===== src/rtl/stream_pkg.sv =====
// Shared types and helpers for the stream blocks.
//  - pack_state_e : control state of the packer (accumulate / waiting to flush)
//  - thermo()     : thermometer mask with the n low bits set
//  - DEF_WIDTH    : default beat width, shared with the bubble-free stage
package stream_pkg;

    localparam int DEF_WIDTH = 32;
    // Widest lane mask thermo() can produce; callers cast down to their RATIO.
    localparam int MAX_RATIO = 16;

    typedef enum logic {ACC, FLUSH_WAIT} pack_state_e;

    function automatic logic [MAX_RATIO-1:0] thermo(input int n);
        logic [MAX_RATIO-1:0] m;
        m = '0;
        for (int i = 0; i < MAX_RATIO; i++) begin
            if (i < n) begin
                m[i] = 1'b1;
            end
        end
        return m;
    endfunction

endpackage


===== src/rtl/pack_out_slot.sv =====
// Output register of the packer: holds one packed word with its lane mask.
//  clk, rst_n   clock, asynchronous active-low reset
//  load         capture load_data/load_keep (only asserted when the slot is free)
//  load_data    packed word to present
//  load_keep    lane mask of that word
//  rdy_c        consumer ready
//  data_c       presented word (stable while vld_c=1 until accepted)
//  keep_c       presented lane mask (zero whenever the slot is empty)
//  vld_c        presented valid
module pack_out_slot #(
    parameter int WIDTH = 32,
    parameter int RATIO = 4
) (
    input  logic                   clk,
    input  logic                   rst_n,
    input  logic                   load,
    input  logic [WIDTH*RATIO-1:0] load_data,
    input  logic [RATIO-1:0]       load_keep,
    input  logic                   rdy_c,
    output logic [WIDTH*RATIO-1:0] data_c,
    output logic [RATIO-1:0]       keep_c,
    output logic                   vld_c
);

    logic [WIDTH*RATIO-1:0] data_q, data_d;
    logic [RATIO-1:0]       keep_q, keep_d;
    logic                   vld_q, vld_d;

    always_comb begin
        data_d = data_q;
        keep_d = keep_q;
        vld_d  = vld_q;
        // A load wins over a departing word so back-to-back words have no bubble.
        if (load) begin
            data_d = load_data;
            keep_d = load_keep;
            vld_d  = 1'b1;
        end else if (vld_q && rdy_c) begin
            keep_d = '0;
            vld_d  = 1'b0;
        end
    end

    always_ff @(posedge clk or negedge rst_n) begin
        if (!rst_n) begin
            data_q <= '0;
            keep_q <= '0;
            vld_q  <= 1'b0;
        end else begin
            data_q <= data_d;
            keep_q <= keep_d;
            vld_q  <= vld_d;
        end
    end

    assign data_c = data_q;
    assign keep_c = keep_q;
    assign vld_c  = vld_q;

endmodule


===== src/rtl/stream_pack.sv =====
// Packs RATIO consecutive WIDTH-bit beats into one wide word; a flush request
// emits a partially filled word with a thermometer lane mask.
//  clk, rst_n      clock, asynchronous active-low reset
//  data_b/vld_b    input beat stream
//  rdy_b           input ready (combinational from state and rdy_c)
//  flush           level request to emit the partial word
//  data_c/keep_c   packed word and lane mask; lane k = data_c[k*WIDTH +: WIDTH]
//  vld_c/rdy_c     registered output handshake
module stream_pack
    import stream_pkg::*;
#(
    parameter int WIDTH = DEF_WIDTH,
    parameter int RATIO = 4
) (
    input  logic                   clk,
    input  logic                   rst_n,
    input  logic [WIDTH-1:0]       data_b,
    input  logic                   vld_b,
    output logic                   rdy_b,
    input  logic                   flush,
    output logic [WIDTH*RATIO-1:0] data_c,
    output logic [RATIO-1:0]       keep_c,
    output logic                   vld_c,
    input  logic                   rdy_c
);

    localparam int IDX_W = $clog2(RATIO);
    localparam int CNT_W = IDX_W + 1;
    localparam logic [IDX_W-1:0] LAST_IDX = IDX_W'(RATIO - 1);

    pack_state_e                  state_q, state_d;
    logic [IDX_W-1:0]             idx_q, idx_d;
    logic [RATIO-1:0][WIDTH-1:0]  acc_q, acc_d;

    logic                         slot_free;
    logic                         in_fire;
    logic [RATIO-1:0][WIDTH-1:0]  merged;      // held lanes plus this cycle's beat
    logic [CNT_W-1:0]             lanes_held;  // lanes covered, including this beat
    logic                         load;
    logic [CNT_W-1:0]             load_lanes;
    logic [RATIO-1:0]             load_keep;
    logic [WIDTH*RATIO-1:0]       load_data;

    assign slot_free = !vld_c || rdy_c;
    // Only the completing beat needs the output slot; earlier beats just fill acc.
    assign rdy_b     = (state_q == ACC) && ((idx_q != LAST_IDX) || slot_free);
    assign in_fire   = vld_b && rdy_b;

    always_comb begin
        state_d    = state_q;
        idx_d      = idx_q;
        acc_d      = acc_q;
        load       = 1'b0;
        load_lanes = '0;
        merged     = acc_q;
        if (in_fire) begin
            merged[idx_q] = data_b;
        end
        lanes_held = {1'b0, idx_q} + CNT_W'(in_fire);

        case (state_q)
            ACC: begin
                if (in_fire && (idx_q == LAST_IDX)) begin
                    // Full word; a simultaneous flush has nothing left over.
                    load       = 1'b1;
                    load_lanes = CNT_W'(RATIO);
                    idx_d      = '0;
                end else if (flush && (lanes_held != '0)) begin
                    if (slot_free) begin
                        load       = 1'b1;
                        load_lanes = lanes_held;
                        idx_d      = '0;
                    end else begin
                        // Never a full word here, so lanes_held fits in idx.
                        state_d = FLUSH_WAIT;
                        acc_d   = merged;
                        idx_d   = lanes_held[IDX_W-1:0];
                    end
                end else if (in_fire) begin
                    acc_d = merged;
                    idx_d = idx_q + 1'b1;
                end
            end
            FLUSH_WAIT: begin
                // The pending flush is latched; flush dropping does not cancel it.
                if (slot_free) begin
                    load       = 1'b1;
                    load_lanes = {1'b0, idx_q};
                    idx_d      = '0;
                    state_d    = ACC;
                end
            end
            default: state_d = ACC;
        endcase
    end

    assign load_keep = RATIO'(thermo(int'(load_lanes)));

    // Stale lanes from earlier words stay in acc; the mask zeroes them on load.
    generate
        for (genvar gi = 0; gi < RATIO; gi++) begin : g_lane
            assign load_data[gi*WIDTH +: WIDTH] = load_keep[gi] ? merged[gi] : '0;
        end
    endgenerate

    always_ff @(posedge clk or negedge rst_n) begin
        if (!rst_n) begin
            state_q <= ACC;
            idx_q   <= '0;
            acc_q   <= '0;
        end else begin
            state_q <= state_d;
            idx_q   <= idx_d;
            acc_q   <= acc_d;
        end
    end

    pack_out_slot #(
        .WIDTH(WIDTH),
        .RATIO(RATIO)
    ) u_out_slot (
        .clk      (clk),
        .rst_n    (rst_n),
        .load     (load),
        .load_data(load_data),
        .load_keep(load_keep),
        .rdy_c    (rdy_c),
        .data_c   (data_c),
        .keep_c   (keep_c),
        .vld_c    (vld_c)
    );

endmodule


===== config.mk =====
export PLATFORM = sky130hd
export DESIGN_NAME = stream_pack
export DESIGN_NICKNAME = d
export VERILOG_FILES = /design/src/rtl/stream_pkg.sv /design/src/rtl/pack_out_slot.sv /design/src/rtl/stream_pack.sv
export SDC_FILE = /design/constraint.sdc
export NUM_CORES = 1
export LEC_CHECK = 0
export ABC_CLOCK_PERIOD_IN_PS = 3400
export CORE_UTILIZATION = 45
export CTS_CLUSTER_DIAMETER = 80
export DETAILED_ROUTE_END_ITERATION = 16
export GPL_TIMING_DRIVEN = 1
export PLACE_DENSITY = 0.79
export SYNTH_ARGS = -nofsm -noshare
export SYNTH_HDL_FRONTEND = slang
export SYNTH_SLANG_ARGS = --single-unit

===== constraint.sdc =====
create_clock -name clk -period 3.4 [get_ports clk]
set_input_delay 0.34 -clock clk [delete_from_list [all_inputs] [get_ports clk]]
set_output_delay 0.34 -clock clk [all_outputs]
set_load 0.01 [all_outputs]

-- Word-level counts from Yosys, hierarchy flattened
Index checks and enable logic that the tools add are counted.
- flip-flop bits (word level): 264
- input bits: 37
- output and inout port bits: 134
- logic and storage cells: 76
- add/sub/neg operators: 2
- magnitude comparators: 6
- eq/ne operators: 5
- muxes and demuxes: 38
- bitwise logic cells: 2
- reduce and logical (&&, ||, !) cells: 14
- operators with widths (kind ; number):
    128-bit 2-to-1 mux ; 4
    32-bit 2-to-1 mux ; 5
    128-bit bitwise mux ; 1
    32-bit demux with 2-bit select ; 1
    1-bit 2-to-1 mux ; 12
    2-bit 2-to-1 mux ; 6
    3-bit 2-to-1 mux ; 3
    4-bit 2-to-1 mux ; 2
    1-bit logical AND ; 6
    1-bit by 3-bit less-than comparator with 1-bit output (first input constant) ; 2
    2-bit by 3-bit less-than comparator with 1-bit output (first input constant) ; 2
    3-bit one-hot mux with 2 select lines ; 1
    2-bit inequality test (second input constant) ; 2
    4-bit by 2-bit inequality test with 1-bit output (second input constant) ; 1
    1-bit one-hot mux with 2 select lines ; 2
    2-bit one-hot mux with 2 select lines ; 1
    4-bit AND reduction ; 1
    2-bit nonzero test ; 2
    2-bit by 1-bit adder with 3-bit output ; 1
    2-bit by 3-bit less-than comparator with 1-bit output (second input constant) ; 1
    3-bit nonzero test ; 1
    2-bit by 1-bit adder with 2-bit output (second input constant) ; 1
    2-bit == test (second input constant) ; 1
    2-bit by 1-bit >= comparator with 1-bit output (second input constant) ; 1
    other kinds (5) ; 7

-- Depth between registers and ports, before layout
- depth after elaboration: 14
- depth in mapped cells: 12
- depth with buffers taken out: 9

-- Hierarchy
From an unflattened synthesis, not the netlist that was laid out.
- cells, all modules: 1042
- area total of the unflattened synthesis: 12278.0 um^2
- by module, submodules not included (module ; instances ; cells each ; area each (um^2) ; seq. area each (um^2)):
    stream_pack ; 1 ; 755 ; 7268.2 ; 3278.1
    pack_out_slot ; 1 ; 287 ; 5009.8 ; 3328.2

-- Worst setup path after synthesis
OpenSTA, ideal clock, no wires.
- path type: reg-to-reg
- start: register idx_q[0]
- end: register acc_q[33] (netlist name)
- setup time: 0.127 ns
- data arrival time: 2.652 ns
- required time: 3.273 ns
- slack: 0.620 ns
- cell stages (with the launch flop): 12
- path buffers: 2
- period minus slack after synthesis: 2.780 ns
- path through: dfrtp_1 > ha_1 > buf_2 > a21oi_1 > ha_1 > ha_1 > o31ai_4 > inv_2 > a211oi_2 > nand2_2 > buf_6 > mux2_1
- longest elaborated chain between the ends: 9
- elaborated cells on any way between the ends: 23
- those cells by class: add/sub: 1; order compare: 2; eq/ne: 3; mux: 7; bitwise: 1; reduce/logical: 9
- RTL lines (item ; RTL line ; text):
    start, declared ; stream_pack.sv:32 ; logic [IDX_W-1:0] idx_q, idx_d;
    start signal, assigned ; stream_pack.sv:113 ; idx_q <= idx_d;
    2-bit inequality test ; stream_pack.sv:46 ; assign rdy_b = (state_q == ACC) && ((idx_q != LAST_IDX) || slot_free);
    1-bit logical OR ; stream_pack.sv:46 ;
    1-bit logical AND ; stream_pack.sv:46 ;
    1-bit logical AND ; stream_pack.sv:47 ; assign in_fire = vld_b && rdy_b;
    2-bit by 1-bit adder with 3-bit output ; stream_pack.sv:59 ; lanes_held = {1'b0, idx_q} + CNT_W'(in_fire);
    3-bit nonzero test ; stream_pack.sv:68 ; end else if (flush && (lanes_held != '0)) begin
    1-bit logical AND ; stream_pack.sv:68 ;
    2-bit inequality test (no source line) or 2-bit nonzero test (tied branches) ; n/a ;
    4-bit AND reduction (no source line) ; n/a ;
    end signal, assigned ; stream_pack.sv:110 ; acc_q <= '0;
    end signal, assigned ; stream_pack.sv:114 ; acc_q <= acc_d;
    end, declared ; stream_pack.sv:33 ; logic [RATIO-1:0][WIDTH-1:0] acc_q, acc_d;
Several ways; a longest one is shown, not always the timed one. The select of a mux whose other input is x is not followed.
A chain may end at the register's enable or synchronous reset.

-- Final worst setup path
- start: register idx_q[0]
- end: register acc_q[38] (netlist name)
Same word-level chain as after synthesis.

==> results.yml <==
outcome:
  status: "complete, no violations"
synthesis:
  yosysSeqAreaShare_pct: 60.4
  yosys-top-cells-area: "dfrtp_1, mux2i_1, mux2_1"
  synth.distinct_cells: 35
  yosysTopAreaCell: "dfrtp_1"
  synth_edf_count: 0
  yosysWarnings: 0
  synth_area_um2: 10900
  async_reset_ff_share_pct: 100
  avgSynthCellArea_um2: 12.2
  synth_ff_type: "dfrtp_1"
  synthCells: 895
  synth_top_area_share_pct: 60.4
  syn_nets: 938
  synth-seq-cells: 264
grt:
  track_usage_pct: 21.3
  grt_pass1_vias: 7380
  grt_pass1_wl_um: 40800
  grt_max_degree: 74
  globalRoute.totalOverflow: 0
  grt_antenna_before_repair: 1
floorplan:
  num_rows: 56
  chipWidth_um: 158
  die_height_um: 158
  core_um2: 23700
  io_pins: 171
  initial_utilization_pct: 46.2
  die_area_um2: 24900
worst_setup_path:
  slowest_stage: "dfrtp_1"
  crit_path_end_kind: "flip-flop"
  critPathLaunchType: "flip-flop"
  cp_max_fo: 23
  rrSetupSlack_ns: 0.27
  arrival_ns: 3.52
  r2r_cells: 10
  r2r-start: "idx_q[0]"
  crit_type: "flip-flop to flip-flop"
  path_cells: "ha_2, a21oi_1, ha_1, ha_1, o31ai_4, inv_2, a211oi_2, nand2_2, buf_4, mux2_1"
  crit_path_end: "acc_q[38]"
  cp_common_cell: "ha_1"
  cp_data_required_time_ns: 3.79
  slowest_delay_ns: 0.50
  r2r_end: "acc_q[38]"
  cp-startpoint: "idx_q[0]"
routing:
  vias_per_cell: 5.27
  wl_per_cell_um: 18.9
  totalWireLength_um: 26000
  drcViolationCount: 0
  detail-route-antenna-nets: 0
  vias: 7225
  first_iter_violations: 420
  drtPass1Iterations: 7
hold_path:
  hold_class: "flip-flop to flip-flop"
cells_and_area:
  drive_gt1_share_pct: 8.08
  final_core_util_pct: 58.3
  nets: 1078
  design_area_um2: 13800
  layout.cells.non_filler: 1372
  areaGrowthSynthToFinish_pct: 26.2
timing:
  fmax_mhz: 319
  rsz0062_at_grt: "no"
  tightest_slew_ns: 0.618
  finClkSkew_ns: 0.0117
  period_minus_slack_ns: 3.13
  setup_tns_ns: 0
  final-setup-viol-count: 0
  relSlewSlack_pct: 58.8
  layout_setup_ws_ns: 0.267
  hold_viol_final: 0
  fin_crit_sh_pct: 92.2
  finalMaxSlewViolations: 0
placed_design:
  port-buffer-count: 170
  place.gp.congestion: 0.759
  dp_worst_setup_slack_ns: 0.0964
  numPlacedInstances: 1325
  dp_hpwl_um: 16700
  placed_cell_area_um2: 13000
cts:
  clockRootBuffer: "clkbuf_16"
  clk_latency_ns: 0.52
  cts.sinks: 264
  cts_tree: "built"
  cts_buffer_depth: 3
  path_clk_slew_ns: 0.06
  numCtsBuffers: 26
  post_cts_buffers: 0
  cts-htree-levels: 1
power:
  power_leakage_nw: 6.32
  ir_worst_vdd_mv: 0.592
  powerDensity_nw_per_um2: 860
job:
  cap_viol_max_count: 0
worst min-delay path by stage:
stage	from	end	slack, ns	cells past startpoint
after detailed placement	rst_n	u_out_slot.data_c[88]	0.35	1
after CTS	acc_q[119]	acc_q[119]	0.38	0
after global routing	acc_q[102]	acc_q[102]	0.39	0
final	acc_q[119]	acc_q[119]	0.37	0
after floorplan	rst_n	acc_q[0]	0.04	0
after global placement	rst_n	u_out_slot.data_c[88]	0.35	1
cell usage in the layout, fill, tap and decap left out, types with 2 or more instances in the layout:
| master | count |
|---|---|
| dfrtp_1 | 264 |
| clkdlybuf4s50_1 | 169 |
| nand2_1 | 143 |
| mux2i_1 | 128 |
| o21ai_0 | 128 |
| mux2_1 | 90 |
| clkbuf_16 | 27 |
| buf_4 | 16 |
| buf_12 | 9 |
| clkbuf_8 | 7 |
| mux2_2 | 6 |
| clkbuf_1 | 6 |
| a21oi_1 | 5 |
| nand2_2 | 5 |
| ha_1 | 5 |
| clkinv_2 | 5 |
| nor2b_1 | 3 |
| inv_1 | 3 |
| nand3_1 | 3 |
| nor2_1 | 3 |
| nand2b_1 | 2 |
| and2_1 | 2 |
| a22o_1 | 2 |
| o21ai_1 | 2 |
where the power goes:
part / switching [mW] / total, mW / internal [mW] / leakage [nW]
sequential: 0.636 / 4.89 / 4.25 / 3.41
combinational: 2.16 / 4.27 / 2.10 / 2.50
clock: 1.12 / 2.72 / 1.59 / 0.410
total: 3.92 / 11.9 / 7.95 / 6.32
routing by layer:
layer	global-route usage (%)	vias to the layer above	part of all wire, %
met5	0	-	0
met1	28.9	3645	44
met4	5.69	0	2.0
met3	3.61	33	6.1
met2	35.3	216	48
li1	-	3331	-
Yosys cell counts (all sizes together), types with 2 or more instances:
master  count
a21oi       5
mux2i     128
mux2       96
ha          6
nand2     148
clkbuf     50
nand3       3
nor2b       3
dfrtp     264
o31ai       2
nor2        3
o21ai     131
nand2b      3
and2        2
a211oi      2
buf        34
inv         4
a22o        2
repair_timing:
action / CTS / global route
hold endpoints to repair: 69 / 0
setup endpoints to repair: 0 / 1
hold buffers: 1 / 0
resized for setup: 0 / 1
cell families (layout without fill, tap and decap cells):
family                   after synthesis  in the layout  share of synthesized area (%)
buffers and inverters                 88            245                           3.75
other                                  0              1                              0
AND/OR/NAND/NOR                      165            165                           6.11
flip-flops                           264            264                           60.4
AO/OA/AOI/OAI                        148            148                           7.48
multiplexers                         224            224                           21.6
adder cells (fa/ha/maj)                6              6                          0.686
metrics by stage:
| step | hold slack, ns | total power [mW] |
|---|---|---|
| floorplan | 0.0444 | 7.16 |
| global placement | 0.353 | 9.05 |
| detailed placement | 0.354 | 9.24 |
| CTS | 0.378 | 12.0 |
| global route | 0.385 | 12.6 |
| finish | 0.374 | 11.9 |
flip-flops by register name, indices dropped and copies added (netlist names):
name / count
u_out_slot.keep_c: 4
idx_q: 2
u_out_slot.data_c: 128
state_q: 1
acc_q: 128
u_out_slot.vld_c: 1
worst max-delay path: cells and delay by family (launching register included):
kind	cells	cell delay (ns)
DFF	1	0.50
buffers and inverters	2	0.36
AOI/OAI and AO/OA	3	0.79
adders and majority gates	3	0.89
and+or+nand+nor	1	0.09
muxes	1	0.35
final cells by class:
cell class	instances	area (um2)
clock inverter	5	25.0
sequential	264	6610
fill	1949	9870
tap	319	399
inverter	4	15.0
antenna	1	2.50
timing repair buffer	196	2020
multi-input combinational	543	3950
clock buffer	40	795
(Power assumes the default switching activity.)
